===== src/rtl/python_emulator.sv =====
`default_nettype none
// ============================================================================
//  Module   : python_emulator
//  Purpose  : Cycle-accurate stand-in for one Python image-sensor LVDS port
//             after deserialisation. Emits one frame of sync + 4-lane pixel
//             words per accepted trigger, framed by FS/LS/LE/FE sync codes
//             and separated by horizontal-blanking training words.
//  Ports    : c          in   1   clock (cam rxc domain of the emulated port)
//             rst        in   1   synchronous, active-high reset
//             en         in   1   trigger enable; triggers ignored when low
//             trigger    in   1   frame request, level-sampled while idle
//             q          out  40  {sync[7:0], lane3, lane2, lane1, lane0}
//             busy       out  1   high from trigger accept through FE word
//             frame_cnt  out  16  completed frames, wraps at 16'hFFFF -> 0
//  Revision : 1.0  initial release
// ============================================================================
module python_emulator #(
    parameter int          KERNELS    = 320,
    parameter int          LINES      = 1024,
    parameter int          H_BLANK    = 16,
    parameter int          TRIG_DELAY = 8,
    parameter logic [7:0]  SYNC_FS    = 8'hAA,
    parameter logic [7:0]  SYNC_FE    = 8'hCA,
    parameter logic [7:0]  SYNC_LS    = 8'h2A,
    parameter logic [7:0]  SYNC_LE    = 8'h4A,
    parameter logic [7:0]  SYNC_IMG   = 8'h0D,
    parameter logic [7:0]  SYNC_TR    = 8'hE9
) (
    input  logic        c,
    input  logic        rst,
    input  logic        en,
    input  logic        trigger,
    output logic [39:0] q,
    output logic        busy,
    output logic [15:0] frame_cnt
);

    // ------------------------------------------------------------------
    // Widths and constants
    // ------------------------------------------------------------------
    localparam int C_KW   = (KERNELS > 1) ? $clog2(KERNELS) : 1;
    localparam int C_LW   = (LINES > 1) ? $clog2(LINES) : 1;
    // One shared down-the-line counter serves both the trigger delay and
    // the horizontal blanking, so it must hold the larger of the two.
    localparam int C_CMAX = (TRIG_DELAY > H_BLANK) ? TRIG_DELAY : H_BLANK;
    localparam int C_CW   = (C_CMAX > 0) ? $clog2(C_CMAX + 1) : 1;

    localparam logic [C_KW-1:0] C_K_LAST = C_KW'(KERNELS - 1);
    localparam logic [C_LW-1:0] C_L_LAST = C_LW'(LINES - 1);
    localparam logic [C_CW-1:0] C_TD     = C_CW'(TRIG_DELAY);
    localparam logic [C_CW-1:0] C_HB     = C_CW'(H_BLANK);
    localparam logic [39:0]     C_TR_WORD = {SYNC_TR, 32'h0000_0000};

    localparam logic [1:0] ST_IDLE   = 2'd0;
    localparam logic [1:0] ST_DELAY  = 2'd1;
    localparam logic [1:0] ST_LINE   = 2'd2;
    localparam logic [1:0] ST_HBLANK = 2'd3;

    // ------------------------------------------------------------------
    // State
    // ------------------------------------------------------------------
    // r_k / r_l always describe the word currently presented on q while
    // in ST_LINE; the next-word logic therefore works one step ahead.
    logic [1:0]      r_state;
    logic [C_KW-1:0] r_k;
    logic [C_LW-1:0] r_l;
    logic [C_CW-1:0] r_cnt;

    logic [1:0]      w_state_nxt;
    logic [C_KW-1:0] w_k_nxt;
    logic [C_LW-1:0] w_l_nxt;
    logic [C_CW-1:0] w_cnt_nxt;
    logic            w_busy_nxt;
    logic [15:0]     w_fc_nxt;
    logic            w_emit_tr;

    logic [7:0]      w_sync;
    logic [7:0]      w_k8;
    logic [7:0]      w_l8;
    logic [7:0]      w_base;
    logic [31:0]     w_data;
    logic [39:0]     w_q_nxt;

    // ------------------------------------------------------------------
    // Next-state / next-word sequencing
    // ------------------------------------------------------------------
    always_comb begin
        w_state_nxt = r_state;
        w_k_nxt     = r_k;
        w_l_nxt     = r_l;
        w_cnt_nxt   = r_cnt;
        w_busy_nxt  = busy;
        w_fc_nxt    = frame_cnt;
        w_emit_tr   = 1'b1;

        case (r_state)
            ST_IDLE: begin
                if (trigger && en) begin
                    w_busy_nxt = 1'b1;
                    if (TRIG_DELAY == 0) begin
                        w_state_nxt = ST_LINE;
                        w_k_nxt     = '0;
                        w_l_nxt     = '0;
                        w_emit_tr   = 1'b0;
                    end else begin
                        // This cycle's output is the first of the delay words.
                        w_state_nxt = ST_DELAY;
                        w_cnt_nxt   = C_CW'(1);
                    end
                end
            end

            ST_DELAY: begin
                if (r_cnt == C_TD) begin
                    w_state_nxt = ST_LINE;
                    w_k_nxt     = '0;
                    w_l_nxt     = '0;
                    w_emit_tr   = 1'b0;
                end else begin
                    w_cnt_nxt = r_cnt + C_CW'(1);
                end
            end

            ST_LINE: begin
                if (r_k == C_K_LAST) begin
                    if (r_l == C_L_LAST) begin
                        // FE word is on q now: close the frame next cycle.
                        w_state_nxt = ST_IDLE;
                        w_busy_nxt  = 1'b0;
                        w_fc_nxt    = frame_cnt + 16'd1;
                    end else begin
                        w_state_nxt = ST_HBLANK;
                        w_cnt_nxt   = C_CW'(1);
                    end
                end else begin
                    w_k_nxt   = r_k + C_KW'(1);
                    w_emit_tr = 1'b0;
                end
            end

            ST_HBLANK: begin
                if (r_cnt == C_HB) begin
                    w_state_nxt = ST_LINE;
                    w_k_nxt     = '0;
                    w_l_nxt     = r_l + C_LW'(1);
                    w_emit_tr   = 1'b0;
                end else begin
                    w_cnt_nxt = r_cnt + C_CW'(1);
                end
            end

            default: begin
                w_state_nxt = ST_IDLE;
                w_busy_nxt  = 1'b0;
            end
        endcase
    end

    // ------------------------------------------------------------------
    // Word formatting for the upcoming kernel
    // ------------------------------------------------------------------
    always_comb begin
        w_sync = SYNC_IMG;
        if (w_k_nxt == '0) begin
            w_sync = (w_l_nxt == '0) ? SYNC_FS : SYNC_LS;
        end else if (w_k_nxt == C_K_LAST) begin
            w_sync = (w_l_nxt == C_L_LAST) ? SYNC_FE : SYNC_LE;
        end
    end

    // Only the low byte of each term matters: lanes are mod-256 sums.
    assign w_k8   = 8'(w_k_nxt);
    assign w_l8   = 8'(w_l_nxt);
    assign w_base = w_l8 + (w_k8 << 2) + frame_cnt[7:0];

    generate
        for (genvar j = 0; j < 4; j++) begin : g_lane
            assign w_data[8*j +: 8] = w_base + 8'(j);
        end
    endgenerate

    assign w_q_nxt = w_emit_tr ? C_TR_WORD : {w_sync, w_data};

    // ------------------------------------------------------------------
    // Registers
    // ------------------------------------------------------------------
    always_ff @(posedge c) begin
        if (rst) begin
            r_state   <= ST_IDLE;
            r_k       <= '0;
            r_l       <= '0;
            r_cnt     <= '0;
            q         <= C_TR_WORD;
            busy      <= 1'b0;
            frame_cnt <= 16'd0;
        end else begin
            r_state   <= w_state_nxt;
            r_k       <= w_k_nxt;
            r_l       <= w_l_nxt;
            r_cnt     <= w_cnt_nxt;
            q         <= w_q_nxt;
            busy      <= w_busy_nxt;
            frame_cnt <= w_fc_nxt;
        end
    end

endmodule
`default_nettype wire


===== config.mk =====
export PLATFORM = sky130hd
export DESIGN_NAME = python_emulator
export DESIGN_NICKNAME = d
export VERILOG_FILES = /design/src/rtl/python_emulator.sv
export SDC_FILE = /design/constraint.sdc
export NUM_CORES = 1
export LEC_CHECK = 0
export ABC_AREA = 1
export BUFFER_PORTS_ARGS = -buffer_cell sky130_fd_sc_hd__buf_2
export CORE_AREA = 5 5 112 114
export DETAILED_ROUTE_END_ITERATION = 8
export DIE_AREA = 0 0 117 119
export PLACE_DENSITY = 0.6
export SYNTH_ARGS = -nofsm -noshare
export SYNTH_HDL_FRONTEND = slang
export SYNTH_SLANG_ARGS = --single-unit

===== constraint.sdc =====
create_clock -name c -period 8.9 [get_ports c]
set_clock_uncertainty 0.2 [all_clocks]
set_input_delay 0.445 -clock c [delete_from_list [all_inputs] [get_ports c]]
set_output_delay 0.445 -clock c [all_outputs]
set_load 0.02 [all_outputs]

* After elaboration in Yosys (flattened, before gate mapping)
Cells that the tools add are included.
Storage, ports and cells: input bits 4, bits in registers 83
Operators by class: equality and inequality tests 17, mux-type cells 31, reduce and logical (&&, ||, !) cells 10, add/subtract/negate cells 9
Operator list (number):
- 8-bit 2-to-1 mux | 4
- 9-bit 2-to-1 mux | 3
- 9-bit case mux with 3 select lines | 1
- 5-bit 2-to-1 mux | 5
- 10-bit == test (second input constant) | 2
- 10-bit 2-to-1 mux | 2
- 10-bit case mux with 2 select lines | 1
- 5-bit case mux with 4 select lines | 1
- 9-bit == test (second input constant) | 2
- 16-bit by 1-bit adder with 16-bit output (second input constant) | 1
- 8-bit by 2-bit adder with 8-bit output (second input constant) | 2
- 8-bit adder | 2
- 2-bit != test (second input constant) | 8
- 10-bit by 1-bit adder with 10-bit output (second input constant) | 1
- 10-bit zero test | 1
- 2-bit 2-to-1 mux | 5
- 9-bit by 1-bit adder with 9-bit output (second input constant) | 1
- 9-bit zero test | 1
- 8-bit by 1-bit adder with 8-bit output (second input constant) | 1
- 2-bit case mux with 4 select lines | 1
- 4-bit AND reduction | 2
- 1-bit 2-to-1 mux | 6
- 5-bit by 1-bit adder with 5-bit output (second input constant) | 1
- 5-bit by 4-bit == test with 1-bit output (second input constant) | 1
- other kinds (11) | 12

* Logic depth before layout (Yosys ltp)
depth in word-level cells 7, gate-level depth with buffers 24, gate-level depth less buffers 24

* Worst setup path after synthesis
Ideal clock, no wire load.
path type register to register, start reg r_cnt[0], end reg q[15], data required time 8.568 ns, stages on the path, launching flop included 20, setup slack 5.192 ns, arrival time 3.375 ns, clock period less this slack 3.708 ns, buffers on the path 0, setup time 0.132 ns, cell sequence dfxtp_1 inv_1 ha_1 nand3_1 nor2_1 nand2_1 nor2_1 nand2_1 nand2_1 inv_1 fa_1 fa_1 ha_1 nand4_1 nor2_1 nand2_1 nor2_1 inv_1 nand3_1 a21oi_1
On the way: longest elaborated chain between the ends 6, elaborated cells on any way between the ends 15, those cells by class add/sub (3); eq/ne (2); mux (9); reduce/logical (1)
Ends and longest elaborated chain:
- start, declared | line 67 | logic [C_CW-1:0] r_cnt;
- start signal, assigned | line 200 | r_cnt <= w_cnt_nxt;
- 5-bit == test or 5-bit by 4-bit == test with 1-bit output (tied branches) | line 142, 114
- 10-bit 2-to-1 mux (on tied branches) | line 142, 114
- 10-bit case mux with 2 select lines (*) | line 96 | case (r_state)
- via w_l_nxt[2] | line 71 | logic [C_LW-1:0] w_l_nxt;
- 8-bit adder (*) (2 in a row) | line 174 | assign w_base = w_l8 + (w_k8 << 2) + frame_cnt[7:0];
- via w_base[2] | line 80 | logic [7:0] w_base;
- 8-bit by 1-bit adder with 8-bit output (*) | line 178 | assign w_data[8*j +: 8] = w_base + 8'(j);
- end signal, assigned | line 201 | q <= w_q_nxt;
- end, declared | line 33 | output logic [39:0] q,
The timed path passes the listed nets; every way through them passes the cells marked *. A chain may end at the register's enable or synchronous reset.

* Worst setup path in the final report
Ends and elaborated chain as after synthesis.

==> results_dict.tcl <==
set metrics [dict create \
    crit_type "reg -> reg" \
    rr_worst_depth 19 \
    tightest_slew_ns 0.8151 \
    gp_congestion 0.8849 \
    synth_xor_area_share_pct 2.367 \
    multi_input_area_um2 2446 \
    endpoint_kind "register" \
    synth_adder_area_share_pct 7.495 \
    first_iter_violations 171 \
    ys.flop_type "dfxtp_1" \
    cts_resized 0 \
    hold_ws_ns 0.2840 \
    rsz0062_at_grt "false" \
    start_util_pct 39.22 \
    critPathRequiredTime_ns 8.89 \
    path_clk_slew_ns 0.06 \
    cts-root-buf "clkbuf_16" \
    r2r_start "r_cnt[0]" \
    synth_area_leaders "dfxtp_1 36%, nand2_1 14%, nor2_1 6.9%" \
    vias_per_cell 4.768 \
    vias 4010 \
    setup_violations 0 \
    async_flop_share_pct 0 \
    synthDominantCellAreaShare_pct 35.62 \
    wire_per_inst_um 12.43 \
    muxShareOfSynthArea_pct 0 \
    overflow 0 \
    grt_pass1_wl_mm 17.76 \
    syn-num-nets 662 \
    cts_tree "yes" \
    io_buffers 58 \
    totalWireLength_mm 10.45 \
    fin_crit_ns 4.209 \
    insertion_delay_ns 0.35 \
    htreeDepth 3 \
    synth.distinct_cells 42 \
    numCtsBuffers 9 \
    fmax_mhz 237.6 \
    layout.nets 720 \
    hold_viol_final 0 \
    seqCellArea_um2 1582 \
    status "finished, final reports clean" \
    crit_arrival_ns 4.20 \
    syn_avg_cell_area_um2 6.993 \
    slew-limit-headroom_pct 45.60 \
    hold_depth 2 \
    hold_path_startpoint "busy" \
    grt_pass1_vias 3802 \
    die-area_um2 13920 \
    grt_usage_pct 15.92 \
    finalCritPeriodShare_pct 47.30 \
    ios 61 \
    hpwl_mm 8.152 \
    ctsHoldBuffers 0 \
    synthSimpleGateAreaFrac_pct 38.26 \
    clock_path_buffers 2 \
    power.density_nw_per_um2 146.7 \
    fillerInstances 1201 \
    drc 0 \
    n_antenna_cell 0 \
    maxCapViolCount 0 \
    synth_top_area_cell "dfxtp_1" \
    hp-class "reg -> reg" \
    synth_top_family_by_area "simple AND/OR/NAND/NOR gates" \
    final_util_pct 45.53 \
    coreArea_um2 11320 \
    layout-drive-gt1-share_pct 17.77 \
    stdcell_count 841 \
    ys_warn_count 0 \
    reg2reg_to "q[15]" \
    synth_compound_area_share_pct 6.791 \
    dp_cells 825 \
    firstDrtPassIters 4 \
    synth_cells 635 \
    grt_max_degree 31 \
    setup_tns_ns 0 \
    antenna_found_initial 0 \
    path_max_fanout 7 \
    maxSlewViolCount 0 \
    ant_nets 0 \
    areaGrowthSynthToFinish_pct 16.09 \
    holdPathEnd "busy" \
    synth_edf_count 0 \
    die_x_um 117 \
    cts.sinks 79 \
    yosysSeqAreaShare_pct 35.62 \
    die_height_um 119 \
    startpoint_type "register" \
    cts_setup_buffers 0 \
    synth-seq-cells 79 \
    syn_area_um2 4441 \
    peakVddDrop_mv 0.1145 \
    r2r_setup_slack_ns 4.69 \
    leakage_nw 2.469 \
    fp-row-count 39 \
]
-- critical path, stage by stage, from the launching register on --
cell,delay [ns]
dfxtp_1,0.32
inv_1,0.10
ha_1,0.21
nand3_1,0.09
nor2_1,0.27
nand2_1,0.21
nor2_1,0.16
nand2_1,0.08
nand2_1,0.10
inv_1,0.06
fa_1,0.49
fa_1,0.71
ha_1,0.31
nand4_1,0.17
nor2_1,0.12
nand2_1,0.10
nor2_1,0.15
inv_1,0.05
nand3_1,0.07
a21oi_1,0.07
-- sequential cells by signal, summed over array words and instances, names as in the netlist --
name,count
q,36
busy,1
r_cnt,5
frame_cnt,16
r_k,9
r_l,10
r_state,2
-- where the power goes --
part | leakage, nW | switching, mW | total [mW] | internal [mW]
Combinational | 1.68 | 0.0137 | 0.0188 | 0.00511
Sequential | 0.637 | 0.00162 | 0.357 | 0.355
Clock | 0.151 | 0.160 | 0.381 | 0.221
Total | 2.47 | 0.175 | 0.756 | 0.581
-- metrics by stage --
stage / area [µm²] / power (mW) / setup WS (ns)
finish: 5155 / 0.7561 / 4.691
global route: 5155 / 0.7822 / 4.311
CTS: 5155 / 0.7656 / 4.700
detailed placement: 4851 / 0.3838 / 4.718
global placement: 4851 / 0.3834 / 4.888
floorplan: 4441 / 0.3796 / 5.192
-- cell usage after synthesis, types with 4 or more instances --
cell,instances
xor2_1,8
o21ai_0,13
nand2_2,6
nor2_4,4
clkbuf_1,4
nor3_1,13
ha_1,17
dfxtp_1,79
nand3_2,10
fa_1,6
nor2_1,82
nor2_2,4
inv_1,81
buf_4,4
nand3_1,44
o21ai_1,4
nand4_1,7
nor3b_1,5
xnor2_1,4
a21oi_1,31
inv_2,12
nand2_1,163
-- area by class of cell --
type | count | share of cell area [%]
flip-flops and latches | 79 | 30.68
multi-input cells | 451 | 47.45
repair buffers | 58 | 5.631
well taps | 143 | 3.471
clock inverters | 7 | 1.529
clock buffers | 9 | 4.369
inverters | 94 | 6.869
-- kinds of logic (layout without fill, tap and decap cells) --
logic type               after synthesis  in the layout
AO/OA/AOI/OAI                         56             56
XOR/XNOR                              12             12
adder cells (fa/ha/maj)               23             23
buffers and inverters                105            168
flip-flops                            79             79
other                                  2              2
AND/OR/NAND/NOR                      358            358
-- per-layer routing --
| metal | track usage (%) | vias to the layer above | part of all wire, % |
|---|---|---|---|
| li1 | - | 2124 | - |
| met1 | 20.83 | 1785 | 47 |
| met2 | 24.61 | 78 | 46 |
| met3 | 3.600 | 23 | 4.6 |
| met4 | 7.670 | 0 | 2.9 |
| met5 | 0 | - | 0 |
-- cell usage in the layout (no fill, tap or decap), drive strengths merged, types with 16 or more instances in the layout --
master  count
buf        58
inv        96
a21oi      31
ha         17
nor3       16
nand3      55
dfxtp      79
nor2       91
nand2     172
o21ai      17
-- worst max-delay path by stage --
stage,startpoint,endpoint,slack (ns)
2_1_floorplan,r_cnt[0],q[15],5.19
3_3_place_gp,r_cnt[0],q[15],4.89
3_5_place_dp,r_cnt[0],q[15],4.72
4_1_cts,r_cnt[0],q[15],4.70
5_1_grt,r_cnt[0],q[15],4.31
6_report,r_cnt[0],q[15],4.69
(Power assumes the default switching activity.)
